<file path="config.mk">
export PLATFORM = sky130hd
export DESIGN_NAME = rng_window_decode
export DESIGN_NICKNAME = d
export VERILOG_FILES = /design/src/rtl/rng_window_decode.sv
export SDC_FILE = /design/constraint.sdc
export NUM_CORES = 1
export LEC_CHECK = 0
export CORE_UTILIZATION = 41
export CTS_BUF_LIST = sky130_fd_sc_hd__clkbuf_4
export DETAILED_ROUTE_END_ITERATION = 8
export PLACE_DENSITY_LB_ADDON = 0.15
export SLEW_MARGIN = 5
export SYNTH_ARGS = -nofsm -noshare
export SYNTH_HDL_FRONTEND = slang
export SYNTH_SLANG_ARGS = --single-unit
</file>
<file path="constraint.sdc">
create_clock -name iClk -period 4.1 [get_ports iClk]
set_input_delay 0.82 -clock iClk [delete_from_list [all_inputs] [get_ports iClk]]
set_output_delay 0.82 -clock iClk [all_outputs]
set_load 0.01 [all_outputs]
</file>
<file path="src/rtl/rng_window_decode.sv">
// rng_window_decode: turns a stochastic bitstream back into a binary probability.
// It counts the 1s over a window of 2^iWINLOG2 bits. Each finished window gives a
// ones count, a Q1.(FBITWIDTH-1) probability and a polarity flag, with a one-cycle
// valid pulse. Windows follow one another with no gap cycles.
// Optional feature: define RNG_DECODE_CHECK_EN to add the iProb/oErr tolerance check.
module rng_window_decode #(
  parameter int unsigned BITWIDTH     = 8,
  parameter int unsigned BITWIDTHLOG2 = 3,
  parameter int unsigned FBITWIDTH    = 4
) (
  input  logic                    iClk,
  input  logic                    iRstN,
  input  logic                    iClr,
  input  logic                    iEn,
  input  logic [BITWIDTHLOG2-1:0] iWINLOG2,
  input  logic                    iA,
`ifdef RNG_DECODE_CHECK_EN
  input  logic [FBITWIDTH-1:0]    iProb,
  output logic                    oErr,
`endif
  output logic [BITWIDTH-1:0]     oOnes,
  output logic [FBITWIDTH-1:0]    oProb,
  output logic                    oPolarity,
  output logic                    oValid
);

  localparam int unsigned ProdW = BITWIDTH + FBITWIDTH;

  localparam logic [BITWIDTH-1:0]  CntOne   = {{(BITWIDTH-1){1'b0}}, 1'b1};
  localparam logic [FBITWIDTH-1:0] ProbHalf = {2'b01, {(FBITWIDTH-2){1'b0}}};
  localparam logic [FBITWIDTH-1:0] ProbFull = {1'b1, {(FBITWIDTH-1){1'b0}}};

  typedef enum logic [0:0] {StIdle, StRun} state_e;

  state_e r_state;
  state_e w_state_next;

  logic [BITWIDTH-1:0]     r_cnt_ones;
  logic [BITWIDTH-1:0]     r_cnt_bit;   // bits left in the window after the current one
  logic [BITWIDTHLOG2-1:0] r_win;
  logic [BITWIDTH-1:0]     r_ones;
  logic [FBITWIDTH-1:0]    r_prob;
  logic                    r_pol;
  logic                    r_valid;

  logic                    w_active;
  logic                    w_first;
  logic                    w_last;
  logic                    w_emit;
  logic [BITWIDTHLOG2-1:0] w_win;
  logic [BITWIDTH-1:0]     w_a_ext;
  logic [BITWIDTH-1:0]     w_sum;
  logic [BITWIDTH-1:0]     w_span_m1;
  logic [ProdW-1:0]        w_scaled;
  logic [FBITWIDTH-1:0]    w_prob;
  logic                    w_pol;

  // Clear and a low enable both abort the window in progress; clear wins.
  assign w_active = iEn & ~iClr;

  // The first bit of a window after idle uses the live window size, because
  // nothing has been latched for this window yet.
  assign w_first = (r_state == StIdle);
  assign w_win   = w_first ? iWINLOG2 : r_win;
  assign w_a_ext = {{(BITWIDTH-1){1'b0}}, iA};

  // Running count that includes the bit sampled this cycle.
  assign w_sum     = (w_first ? '0 : r_cnt_ones) + w_a_ext;
  assign w_span_m1 = (CntOne << iWINLOG2) - CntOne;

  // Scale the count to Q1.(FBITWIDTH-1): ones * 2^(FBITWIDTH-1) / 2^win, floored.
  assign w_scaled = ({{FBITWIDTH{1'b0}}, w_sum} << (FBITWIDTH - 1)) >> w_win;
  // The count never exceeds the window length, so the upper bits stay zero.
  // Clamp to full scale anyway so that no scaled bit goes unused.
  assign w_prob   = (|w_scaled[ProdW-1:FBITWIDTH]) ? ProbFull : w_scaled[FBITWIDTH-1:0];
  // Polarity 1 means the stream holds too few 1s (0 inserts needed upstream).
  assign w_pol    = (w_prob < ProbHalf);

  // State register.
  always_ff @(posedge iClk or negedge iRstN) begin
    if (!iRstN) begin
      r_state <= StIdle;
    end else begin
      r_state <= w_state_next;
    end
  end

  // Next state: any enabled, uncleared cycle runs; otherwise fall back to idle.
  always_comb begin
    w_state_next = r_state;
    unique case (r_state)
      StIdle:  w_state_next = w_active ? StRun : StIdle;
      StRun:   w_state_next = w_active ? StRun : StIdle;
      default: w_state_next = StIdle;
    endcase
  end

  // FSM outputs: detect the last bit of the window and decide when to report.
  always_comb begin
    w_last = 1'b0;
    unique case (r_state)
      StIdle:  w_last = (iWINLOG2 == '0);
      StRun:   w_last = (r_cnt_bit == '0);
      default: w_last = 1'b0;
    endcase
    w_emit = w_active & w_last;
  end

  // Window counters and result registers.
  always_ff @(posedge iClk or negedge iRstN) begin
    if (!iRstN) begin
      r_cnt_ones <= '0;
      r_cnt_bit  <= '0;
      r_win      <= '0;
      r_ones     <= '0;
      r_prob     <= '0;
      r_pol      <= 1'b0;
      r_valid    <= 1'b0;
    end else begin
      r_valid <= w_emit;
      if (!w_active) begin
        // Discard the partial window; the last results stay visible.
        r_cnt_ones <= '0;
        r_cnt_bit  <= '0;
      end else if (w_last) begin
        // Report this window and set up the next one, which starts next cycle.
        r_ones     <= w_sum;
        r_prob     <= w_prob;
        r_pol      <= w_pol;
        r_win      <= iWINLOG2;
        r_cnt_ones <= '0;
        r_cnt_bit  <= w_span_m1;
      end else if (w_first) begin
        // The first bit after idle is already counted, so one fewer remain.
        r_win      <= iWINLOG2;
        r_cnt_ones <= w_sum;
        r_cnt_bit  <= w_span_m1 - CntOne;
      end else begin
        r_cnt_ones <= w_sum;
        r_cnt_bit  <= r_cnt_bit - CntOne;
      end
    end
  end

`ifdef RNG_DECODE_CHECK_EN
  logic [FBITWIDTH-1:0] w_diff;
  logic                 r_err;

  localparam logic [FBITWIDTH-1:0] ProbLsb = {{(FBITWIDTH-1){1'b0}}, 1'b1};

  assign w_diff = (w_prob >= iProb) ? (w_prob - iProb) : (iProb - w_prob);

  // Flag results that are more than one LSB away from the requested probability.
  always_ff @(posedge iClk or negedge iRstN) begin
    if (!iRstN) begin
      r_err <= 1'b0;
    end else if (w_emit) begin
      r_err <= (w_diff > ProbLsb);
    end
  end

  assign oErr = r_err;
`endif

  assign oOnes     = r_ones;
  assign oProb     = r_prob;
  assign oPolarity = r_pol;
  assign oValid    = r_valid;

endmodule

</file>
==> results by stage, run 1 <==
Run status:
- The run finished with clean final reports.

Drt:
- The number of iterations in the first detailed-routing pass is 4.
- The remaining antenna violation count is 0.
- After detailed routing, the total wire length is 5210 um.
- Dividing the detail-routed via count by the number of cells gives 5.69.
- The final route contains 1913 vias.
- The number of DRC markers after the initial detailed-route iteration is 107.
- After detailed routing, the number of remaining DRC violations is 0.
- The wire length per cell is 15.5 um.

Timing:
- The number of slew-limit violations in the final report came to 0.
- The worst hold-check slack is 0.483 ns.
- The final-report hold violation count is 0.
- The clock skew after layout is 0.00477 ns.
- Headroom to the max-slew limit came out at 48.0%.
- Setup repair after global routing left no endpoint under its margin.
- After layout, the worst path uses 78.4% of the clock period.
- The highest achievable clock rate is 0.311 GHz.
- The clock period minus worst slack is 3.21 ns.
- The final-report setup violation count is 0.
- For the pin with the worst max-slew slack, the measured transition is 0.780 ns.
- The sum of negative setup slack is 0 ns.

Final layout:
- The library cell used most frequently in the layout, excluding fill and tap cells, is sky130_fd_sc_hd__dfrtp_1.
- Cells with a size suffix above 1 make up 12.0% of the layout.
- In the layout the commonest cells are sky130_fd_sc_hd__dfrtp_1, sky130_fd_sc_hd__nand2_1, sky130_fd_sc_hd__clkdlybuf4s50_1.
- The number of nets in the final layout is 278.
- From synthesis to final layout, the design area changed by 15.6%.
- The number of antenna diodes in the final layout is 0.
- The layout has 524 filler cells.
- The finished layout holds 336 standard cells, fillers aside.

Worst setup path:
- The signal on the critical path passes through clkdlybuf4s50_1 > ha_1 > ha_1 > nand3_1 > mux2i_1 > nor4bb_1 > o2bb2ai_1 > a221o_1 > o32a_1.
- The beginning of the worst register-to-register path is r_state$_DFF_PN0_.
- The number of buffers and inverters on the critical path is 1.
- Data on the critical path is required at its endpoint by 4.33 ns.
- The cell class contributing the biggest share of worst-path delay is compound AO/OA/AOI/OAI gates.
- The setup slack on the worst flop-to-flop path is 1.18 ns.
- STA classifies the critical path endpoint as a flop.
- The maximum net fanout on the critical path is 5.
- In this run the worst setup path begins at iA.
- In this design, the critical path's most frequently occurring cell is sky130_fd_sc_hd__ha_1.
- The path type of the worst setup path is in2reg.
- The data arrival time of the worst path is 3.45 ns.
- On the critical path, the stage with the largest delay is an instance of sky130_fd_sc_hd__clkdlybuf4s50_1.
- The worst setup path is launched from a primary input.
- The biggest cell delay along the critical path is 0.46 ns.

Clocking:
- The clock reaches the later pin of the worst-skew pair after 0.34 ns.
- Counting along the longest clock path gives a buffer depth of 2.
- In this run the post-CTS setup repair buffer count came out at 0.
- Counting the buffers created by CTS gives 5.
- The CTS tree is done.
- The number of sinks on the clock net is 34.
- The clock transition at the register clock pins on the worst setup and hold paths after CTS is 0.10 ns.
- In this run, post-CTS hold repair placed 0 buffers.
- In this run the clock root is driven by a sky130_fd_sc_hd__clkbuf_4.
- The number of gates resized after CTS was 0.
- The H-tree generated during clock tree synthesis spans 2 levels.

Hold path:
- The classification of the worst-slack hold path is reg2reg.
- The start point of the worst hold path is oOnes[1]$_DFFE_PN0P_.

Yosys:
- The number of nets in the synthesized netlist is 255.
- After synthesis the cells add up to 0.00221 sq mm.
- For this run, the number of Yosys warnings is 0.
- The commonest register cell after synthesis is sky130_fd_sc_hd__dfrtp_1.
- In this run, synthesis inferred 0 flip-flops with an integrated enable.
- After synthesis the netlist holds a flip-flop and latch count of 34.
- Yosys mapped the design onto 57 distinct sky130hd cell types.
- The part of the Yosys area used for sequential elements is 38.4%.
- Averaged over all synthesized cells, the footprint is 9.11 sq um.
- The number of instances in the synthesized netlist is 243.
- The post-synthesis async set-or-reset flop share is 100%.

Power:
- IR analysis of the VDD net gives a maximum drop of 0.236 mV.
- The power per cell area is 321 mW/mm^2.
- In this run the static leakage power is 0.00112 uW.

Placement:
- The congestion estimate from routability-driven global placement came to 0.896.
- The count of buffers from port buffering is 21.
- The placed wire-length estimate after detailed placement is 3760 um.
- In this run, placement finished with an instance count of 329.

Die:
- The die covers 0.00570 sq mm.
- Once the floorplan was initialized, standard cells occupied 43.1% of the core.
- The core region is 0.00514 sq mm.
- In this run the core area contains 26 standard-cell rows.
- During I/O placement, the number of pins put on the boundary was 22.
- The die is 75.5 um wide.
- Measured along the y axis, the die boundary spans 75.5 um.

GRT:
- The overflow left after global routing is 0.
- The via count of the first global-routing pass is 1800.
- The first global-routing pass estimated 8830 um of wire.
- The number of antenna violations at the first check in global routing is 0.
- Entering global routing, the biggest net connects 37 pins.
- The total track usage is 21.0%.

Job:
- The number of violations of the max-capacitance limit is 0.
logic make-up after synthesis:
| kind of cell | synth area share (%) |
|---|---|
| fa+ha+maj | 2.26 |
| flops | 38.4 |
| buf+inv | 3.73 |
| mux | 5.25 |
| compound gates | 21.4 |
| simple gates | 24.2 |
| xor+xnor | 4.75 |
worst register-to-register path, delay by kind of cell, from the launching register on:
family | cells | cell delay, ns
AO/OA/AOI/OAI | 3 | 0.92
AND/OR/NAND/NOR | 3 | 0.77
flip-flops | 1 | 0.35
buffers and inverters | 1 | 0.34
adder cells (fa/ha/maj) | 1 | 0.27
multiplexers | 1 | 0.18
layout make-up:
cell class / count / area (sq um) / share of cell area (%)
clock buffers: 5 / 37.5 / 1.47
clock inverters: 2 / 33.8 / 1.32
inverters: 5 / 18.8 / 0.733
multi-input cells: 193 / 1280 / 50.0
flip-flops and latches: 34 / 851 / 33.2
well taps: 70 / 87.6 / 3.42
repair buffers: 27 / 250 / 9.78
registers in the layout, indices dropped and copies added (netlist names):
signal / cells
oPolarity: 1
r_cnt_ones: 8
oProb: 4
r_win: 3
r_state: 1
oOnes: 8
r_cnt_bit: 8
oValid: 1
synth_stat cells (all sizes together) (2+ instances only):
library cell | n | area, sq um
a211oi | 2 | 15.0
a21o | 2 | 15.0
a21oi | 14 | 70.1
a221oi | 2 | 23.8
and2 | 6 | 37.5
and3 | 7 | 43.8
buf | 7 | 47.5
clkbuf | 4 | 16.3
dfrtp | 34 | 851
ha | 4 | 50.1
inv | 5 | 18.8
mux2 | 3 | 33.8
mux2i | 7 | 82.6
nand2 | 32 | 120
nand2b | 7 | 43.8
nand3 | 9 | 50.1
nand4 | 3 | 25.0
nor2 | 19 | 71.3
nor2b | 3 | 18.8
nor3 | 7 | 35.0
nor3b | 2 | 15.0
nor4b | 2 | 17.5
o211a | 2 | 20.0
o211ai | 2 | 15.0
o21a | 3 | 23.8
o21ai | 15 | 78.8
o221ai | 2 | 17.5
o2bb2ai | 2 | 17.5
o31ai | 5 | 37.5
o41ai | 4 | 65.1
xnor2 | 7 | 61.3
xor2 | 5 | 43.8
metal layers:
layer	wire length [um]	share of wire, %	global-route usage (%)
met1	2630	50	30.0
met4	57	1.1	8.02
met5	0	0	0
met2	2240	43	31.3
met3	289	5.5	4.10
power breakdown:
group | switching, uW | internal, uW
Combinational | 107 | 92.5
Clock | 113 | 123
Sequential | 23.4 | 362
Total | 244 | 578
path summary, 6_finish.rpt:
| path | end | cells past startpoint |
|---|---|---|
| min in group asynchronous | r_cnt_bit[7]$_DFF_PN0_ | 1 |
| max in group asynchronous | r_cnt_bit[2]$_DFF_PN0_ | 1 |
| worst min-delay path | oOnes[1]$_DFFE_PN0P_ | 2 |
| worst max register to register | oProb[3]$_DFFE_PN0P_ | 9 |
| worst max-delay path | oProb[3]$_DFFE_PN0P_ | 9 |
| worst min register to register | oOnes[1]$_DFFE_PN0P_ | 2 |
metrics by stage:
step	setup slack, ns	power [uW]	utilization (%)	area, sq um
after global placement	0.613	590	48.4	2490
after CTS	0.914	831	49.8	2560
after detailed placement	0.574	590	48.4	2490
after global routing	0.735	869	49.8	2560
final	0.885	821	49.8	2560
after floorplan	0.909	512	-	2210
No activity file was read; power rests on OpenSTA's default activity.
==> inputs of run 2 (changes only) <==
clock period = 2.6 ns   (was 4.1 ns; I/O delays follow)
==> run 2 against run 1 <==
  * Power grew 56%
  * Via count grew 10%
  * Critical path depth shrank 1
  * Clock power grew 25%
  * Largest cell class unchanged
  * Worst setup slack lost 0.88 ns
  * Critical endpoint unchanged
  * Die area is the same
  * Sequential share of layout area shrank 4.1 points
  * First-iteration DRC count grew 22%
  * Core utilization grew 7.0 points
  * Combinational power grew 88%
==> results by stage, run 2 (same netlist as run 1, synthesis figures left out) <==
Final layout:
- The final antenna diode count was 0 (unchanged).
- The count of placed standard cells in the final layout, fillers left out is 376 (was 336).
- The area growth from synthesis to layout is 31.9% (was 15.6%).
- The total of fill cells in the finished design is 483 (was 524).
- The fraction of final layout cells with drive strength greater than 1 is 27.1% (was 12.0%).
- Most used cells in the layout excluding fill and tap cells: sky130_fd_sc_hd__buf_4, sky130_fd_sc_hd__dfrtp_1, sky130_fd_sc_hd__nand2_1 (was sky130_fd_sc_hd__dfrtp_1, sky130_fd_sc_hd__nand2_1, sky130_fd_sc_hd__clkdlybuf4s50_1).
- The most common cell after layout, fill and taps aside is sky130_fd_sc_hd__buf_4 (was sky130_fd_sc_hd__dfrtp_1).
- The number of nets in the final layout is 317 (was 278).

Worst setup path:
- The critical path endpoint category is a flop (unchanged).
- The required arrival time at the worst endpoint is 2.85 ns (was 4.33 ns).
- The maximum net fanout on the critical path is 5 (unchanged).
- The category of the worst setup path launch point is a primary input (unchanged).
- The setup slack on the worst flop-to-flop path came to 0.08 ns (was 1.18 ns).
- The data arrival time of the worst path is 2.85 ns (was 3.45 ns).
- The path type of the worst setup path is in2reg (unchanged).

GRT:
- The via count of the first global-routing pass came to 1937 (was 1800).
- The pin count of the biggest net entering global routing is 35 (was 37).
- The overflow left after global routing was 0 (unchanged).
- The first-pass GRT wire length was 9690 um (was 8830 um).
- The total track usage came to 22.9% (was 21.0%).
- The number of antenna violations at the first check in global routing was 0 (unchanged).

Hold path:
- The classification of the worst-slack hold path is reg2reg (unchanged).

Placement:
- The pre-CTS setup slack is -0.411 ns (was 0.574 ns).
- The number of placed cells counting well taps is 368 (was 329).
- The placed wire-length estimate after detailed placement is 4320 um (was 3760 um).
- The count of buffers from port buffering is 21 (unchanged).
- The global placer's final weighted congestion is 0.912 (was 0.896).

Timing:
- The relative slew slack is 62.7% (was 48.0%).
- The worst path setup slack after routing is 0.00127 ns (was 0.885 ns).
- The final-report hold violation count is 0 (unchanged).
- For the finished layout, the period the worst path requires is 2.60 ns.
- The number of slew-limit violations in the final report came to 0 (unchanged).
- Setup repair after global routing missed its margin: yes (was no).
- In the finished design, the share of the clock period the worst path needs comes to 100%.
- The slew at the pin closest to its max-slew limit is 0.560 ns (was 0.780 ns).
- The clock skew after layout is 0.00693 ns (was 0.00477 ns).
- The final-report setup violation count was 0 (unchanged).
- The highest achievable clock rate is 0.385 GHz.

Power:
- The share of total power in the clock network was 23.1% (was 28.8%).
- The leakage power is 0.00130 uW (was 0.00112 uW).
- The net switching component of the power is 418 uW (was 244 uW).
- The internal cell power is 861 uW (was 578 uW).
- The fraction of power spent switching nets was 32.7% (was 29.7%).
- The fraction of power consumed by sequential logic is 47.6% (was 46.9%).
- The maximum ir drop on the vdd rail is 0.361 mV (was 0.236 mV).
- The power per cell area is 438 mW/mm^2 (was 321 mW/mm^2).
- The part of the total power dissipated in combinational logic was 29.3% (was 24.3%).

Clocking:
- The root buffer cell is sky130_fd_sc_hd__clkbuf_4 (unchanged).
- The hold buffer count at cts is 0 (unchanged).
- The clock latency on the worst-skew pair is 0.35 ns (was 0.34 ns).
- The CTS tree is done (unchanged).
- The total clock buffers created by CTS was 5 (unchanged).
- The number of sinks on the clock net came to 34 (unchanged).
- The buffer count from post-CTS setup fixing is 0 (unchanged).
- The maximum level of the CTS H-tree was 2 (unchanged).
- The number of buffers on the longest clock path is 2 (unchanged).
- The clock transition at the register clock pins on the worst setup and hold paths after CTS is 0.11 ns (was 0.10 ns).

Drt:
- The remaining antenna violation count was 0 (unchanged).
- The routed via count was 2107 (was 1913).
- The post-detailed-route via-to-cell ratio is 5.60 (was 5.69).
- The number of iterations in the first detailed-routing pass is 4 (unchanged).
- The number of DRC markers after the initial detailed-route iteration came to 131 (was 107).
- The detailed-route DRC error count came to 0 (unchanged).
- The final routed wirelength across all metal layers is 5910 um (was 5210 um).
- The wire length per cell is 15.7 um (was 15.5 um).

Die:
- The width of the die was 75.5 um (unchanged).
- The die footprint is 0.00570 sq mm (unchanged).
- The floorplan core area is 0.00514 sq mm (unchanged).
- The number of top-level design ports came to 22 (unchanged).
- The vertical extent of the die is 75.5 um (unchanged).
- The effective utilization at floorplan came to 43.1% (unchanged).
- The number of placement rows was 26 (unchanged).

Run status:
- Status: finished, final reports clean (unchanged).

Job:
- The number of violations of the max-capacitance limit was 0 (unchanged).
## run 2: final cells by class
class                           instances  area [sq um]  share of cell area, %
Sequential cell                        34           851                   29.1
Clock inverter                          3          16.3                  0.557
Tap cell                               70          87.6                   3.00
Multi-Input combinational cell        193          1360                   46.6
Inverter                                5          18.8                  0.643
Clock buffer                            5          37.5                   1.29
Timing Repair Buffer                   66           548                   18.8
## run 2: metrics by stage
step                      hold WS [ns]  area, sq um  util (%)  TNS (ns)  total power (uW)
after floorplan                  0.224         2280         -    -0.369               814
after global placement           0.453         2840      55.2     -2.92               983
after detailed placement         0.455         2840      55.2     -3.43               984
after CTS                        0.484         2900      56.4         0              1290
after global routing             0.528         2920      56.8   -0.0912              1350
final                            0.475         2920      56.8         0              1280
## run 2: what timing repair did
item,CTS,global route
setup endpoints to repair,3,7
gates resized for setup,1,5
pin swaps,0,4
## run 2: worst paths after layout
check                                startpoint                      to  cells after the start
setup / recovery                             iA    oProb[3]$_DFFE_PN0P_                      8
hold / removal             oOnes[3]$_DFFE_PN0P_    oOnes[3]$_DFFE_PN0P_                      2
setup reg to reg              r_state$_DFF_PN0_    oProb[3]$_DFFE_PN0P_                      9
hold reg to reg            oOnes[3]$_DFFE_PN0P_    oOnes[3]$_DFFE_PN0P_                      2
max in group asynchronous                 iRstN  r_cnt_bit[0]$_DFF_PN0_                      2
min in group asynchronous                 iRstN  r_cnt_bit[4]$_DFF_PN0_                      2
## run 2: power groups by stage
stage | clock, uW | combinational, uW | sequential (uW)
2_1_floorplan | 0 | 192 | 621
4_1_cts | 307 | 373 | 607
3_3_place_gp | 0 | 365 | 618
6_report | 296 | 375 | 608
5_1_grt | 326 | 412 | 615
3_5_place_dp | 0 | 368 | 616
## run 2: routing by layer
metal,part of all wire [%],routed length [um],global-route usage (%)
met3,4.4,261,4.10
met1,49,2870,33.4
met4,1.1,63,7.20
met2,46,2720,34.5
met5,0,0,0
## run 2: critical path, stage by stage
cell and delay [ns]:
sky130_fd_sc_hd__clkdlybuf4s50_1 0.51, sky130_fd_sc_hd__ha_4 0.18, sky130_fd_sc_hd__nand3_2 0.12, sky130_fd_sc_hd__o21ai_0 0.26
sky130_fd_sc_hd__nor4bb_4 0.40, sky130_fd_sc_hd__o2bb2ai_1 0.10, sky130_fd_sc_hd__a221o_1 0.41, sky130_fd_sc_hd__o32a_1 0.35
==> inputs of run 3 (changes only) <==
GPL_TIMING_DRIVEN = 0   (was not set)
==> run 3 against run 2 <==
  * Sequential share of layout area grew 0.69 points
  * Clock power shrank 6%
  * Global-route usage shrank 0.93 points
  * Largest power group unchanged
  * Sequential cell count is the same
  * Non-clock buffer count shrank 21
  * Clock-buffer cell count is the same
  * Highest routed layer unchanged
  * Cell area shrank 2.3%
  * Critical endpoint unchanged
  * The flow now finishes with violations (setup timing)
==> results by stage, run 3 (same netlist as run 1, synthesis figures left out) <==
Power:
- The fraction of power consumed by sequential logic is 48.7% (was 47.6%).
- The part of the total power dissipated in combinational logic is 29.0% (was 29.3%).
- The share of total power in the clock network is 22.4% (was 23.1%).
- The power per cell area is 438 mW/mm^2 (about the same).
- The fraction of power spent switching nets is 32.5% (was 32.7%).
- The maximum ir drop on the vdd rail is 0.366 mV (was 0.361 mV).
- The net switching component of the power was 406 uW (was 418 uW).
- The leakage power was 0.00125 uW (was 0.00130 uW).
- The internal cell power is 843 uW (was 861 uW).

Die:
- The floorplan core area was 0.00514 sq mm (unchanged).
- The number of placement rows came to 26 (unchanged).
- The number of top-level design ports is 22 (unchanged).
- The die footprint is 0.00570 sq mm (unchanged).
- The width of the die is 75.5 um (unchanged).
- The vertical extent of the die is 75.5 um (unchanged).
- The effective utilization at floorplan is 43.1% (unchanged).

Drt:
- The routed via count is 2022 (was 2107).
- The number of iterations in the first detailed-routing pass is 4 (unchanged).
- The post-detailed-route via-to-cell ratio is 5.70 (was 5.60).
- The remaining antenna violation count is 0 (unchanged).
- The detailed-route DRC error count came to 0 (unchanged).
- The number of DRC markers after the initial detailed-route iteration is 153 (was 131).
- The final routed wirelength across all metal layers is 5830 um (was 5910 um).
- The wire length per cell is 16.4 um (was 15.7 um).

Timing:
- The number of slew-limit violations in the final report is 0 (unchanged).
- The slew at the pin closest to its max-slew limit is 0.782 ns (was 0.560 ns).
- The relative slew slack is 47.9% (was 62.7%).
- The clock period minus worst slack is 2.74 ns (was 2.60 ns).
- The sum of negative setup slack was -0.486 ns (was 0 ns).
- The highest achievable clock rate is 0.365 GHz (was 0.385 GHz).
- The clock skew after layout is 0.00438 ns (was 0.00693 ns).
- Setup repair after global routing missed its margin: yes (unchanged).
- The final-report hold violation count is 0 (unchanged).
- The post-route clock period utilization is 105% (was 100%).
- The worst path setup slack after routing is -0.138 ns (was 0.00127 ns).
- The final-report setup violation count came to 5 (was 0).

Worst setup path:
- The slowest library cell on the worst path was sky130_fd_sc_hd__clkdlybuf4s50_1 (unchanged).
- Critical-path cell list: clkdlybuf4s50_1 > ha_4 > ha_4 > inv_4 > o21a_4 > o41ai_2 > o221ai_1 > a221o_1 > o32a_1 (was clkdlybuf4s50_1 > ha_4 > nand3_2 > o21ai_0 > nor4bb_4 > o2bb2ai_1 > a221o_1 > o32a_1).
- The path type of the worst setup path is in2reg (unchanged).
- The critical path endpoint category is a flop (unchanged).
- The maximum net fanout on the critical path came to 4 (was 5).
- The biggest cell delay along the critical path came to 0.51 ns (about the same).
- The cell that appears most often on the critical path is sky130_fd_sc_hd__ha_4.
- The category of the worst setup path launch point is a primary input (unchanged).
- The required arrival time at the worst endpoint came to 2.83 ns (was 2.85 ns).
- The data arrival time of the worst path is 2.97 ns (was 2.85 ns).

Clocking:
- The clock transition at the register clock pins on the worst setup and hold paths after CTS is 0.10 ns (was 0.11 ns).
- The maximum level of the CTS H-tree is 2 (unchanged).
- The clock latency on the worst-skew pair is 0.34 ns (was 0.35 ns).
- The number of sinks on the clock net is 34 (unchanged).
- The number of buffers on the longest clock path is 2 (unchanged).
- The root buffer cell is sky130_fd_sc_hd__clkbuf_4 (unchanged).
- The total clock buffers created by CTS is 5 (unchanged).
- The CTS tree is done (unchanged).

Job:
- The number of violations of the max-capacitance limit came to 0 (unchanged).

Final layout:
- The fraction of final layout cells with drive strength greater than 1 is 24.2% (was 27.1%).
- The most common cell after layout, fill and taps aside is sky130_fd_sc_hd__dfrtp_1 (was sky130_fd_sc_hd__buf_4).
- The area of the multi-input gates is 0.00145 sq mm (was 0.00136 sq mm).
- The total of fill cells in the finished design is 500 (was 483).
- The area growth from synthesis to layout is 28.8% (was 31.9%).
- The area used by sequential logic in the layout is 851 sq um (unchanged).
- The number of nets in the final layout is 296 (was 317).
- Most used cells in the layout excluding fill and tap cells: sky130_fd_sc_hd__dfrtp_1, sky130_fd_sc_hd__nand2_1, sky130_fd_sc_hd__nor2_1 (was sky130_fd_sc_hd__buf_4, sky130_fd_sc_hd__dfrtp_1, sky130_fd_sc_hd__nand2_1).
- The count of placed standard cells in the final layout, fillers left out is 355 (was 376).
- The final antenna diode count is 0 (unchanged).

GRT:
- The pin count of the biggest net entering global routing is 35 (unchanged).
- The total track usage came to 22.0% (was 22.9%).
- The overflow left after global routing is 0 (unchanged).
- The via count of the first global-routing pass came to 1862 (was 1937).
- The first-pass GRT wire length came to 9280 um (was 9690 um).
- The number of antenna violations at the first check in global routing is 0 (unchanged).

Placement:
- The placed wire-length estimate after detailed placement is 3950 um (was 4320 um).
- The number of placed cells counting well taps was 333 (was 368).
- The count of buffers from port buffering came to 20 (was 21).
- The global placer's final weighted congestion is 0.864 (was 0.912).

Hold path:
- The classification of the worst-slack hold path is in2async (was reg2reg).

Run status:
- Status: complete, but fails checks (was finished, final reports clean).
- The checks that failed: setup timing.
==> run 3: critical path, delay by kind of cell <==
| kind | cells | cell delay, ns |
|---|---|---|
| adders and majority gates | 2 | 0.35 |
| buffers and inverters | 2 | 0.56 |
| AOI/OAI and AO/OA | 5 | 1.51 |
==> run 3: worst paths after layout <==
path | slack (ns) | cells past startpoint | start | to
max | -0.14 | 9 | iA | oProb[3]$_DFFE_PN0P_
min | 0.24 | 1 | iRstN | r_cnt_bit[6]$_DFF_PN0_
max reg2reg | -0.11 | 10 | r_state$_DFF_PN0_ | oProb[3]$_DFFE_PN0P_
min reg2reg | 0.48 | 2 | oOnes[3]$_DFFE_PN0P_ | oOnes[3]$_DFFE_PN0P_
max in group asynchronous | 1.86 | 1 | iRstN | oProb[3]$_DFFE_PN0P_
min in group iClk | 0.48 | 2 | oOnes[3]$_DFFE_PN0P_ | oOnes[3]$_DFFE_PN0P_
==> run 3: power groups by stage <==
stage          clock network, uW  logic (uW)  registers (uW)
6_report                     279         362             608
5_1_grt                      308         396             615
4_1_cts                      287         350             606
3_5_place_dp                   0         321             615
3_3_place_gp                   0         322             616
2_1_floorplan                  0         192             621
==> run 3: what timing repair did <==
| action | CTS | global route |
|---|---|---|
| pin swaps | 8 | 10 |
| endpoints found under the setup margin | 9 | 13 |
| buffers inserted | 11 | 6 |
| gates resized for setup | 15 | 18 |
| hold buffers | 0 | 0 |
==> run 3: per-layer routing <==
layer	vias up	wire length, um	track usage, %	share of wire, %
li1	978	-	-	-
met1	970	2870	32.5	49
met2	62	2510	32.3	43
met5	-	0	0	0
met4	0	114	7.20	2.0
met3	12	326	3.97	5.6
==> run 3: per-stage QoR <==
stage	hold WS (ns)	area (sq um)	utilization (%)	power (uW)	setup WS, ns
after CTS	0.283	2760	53.7	1240	-0.211
after detailed placement	0.459	2560	49.9	937	-0.644
after floorplan	0.224	2280	-	814	-0.187
after global placement	0.454	2570	50.0	938	-0.629
final	0.243	2850	55.5	1250	-0.138
after global routing	0.319	2850	55.5	1320	-0.163
==> run 3: final cells by class <==
type | count | share of cell area [%]
Buffer | 8 | 2.11
Inverter | 5 | 0.746
Tap cell | 70 | 3.07
Timing Repair Buffer | 37 | 11.9
Clock buffer | 5 | 1.32
Multi-Input combinational cell | 193 | 50.7
Sequential cell | 34 | 29.8
Clock inverter | 3 | 0.395
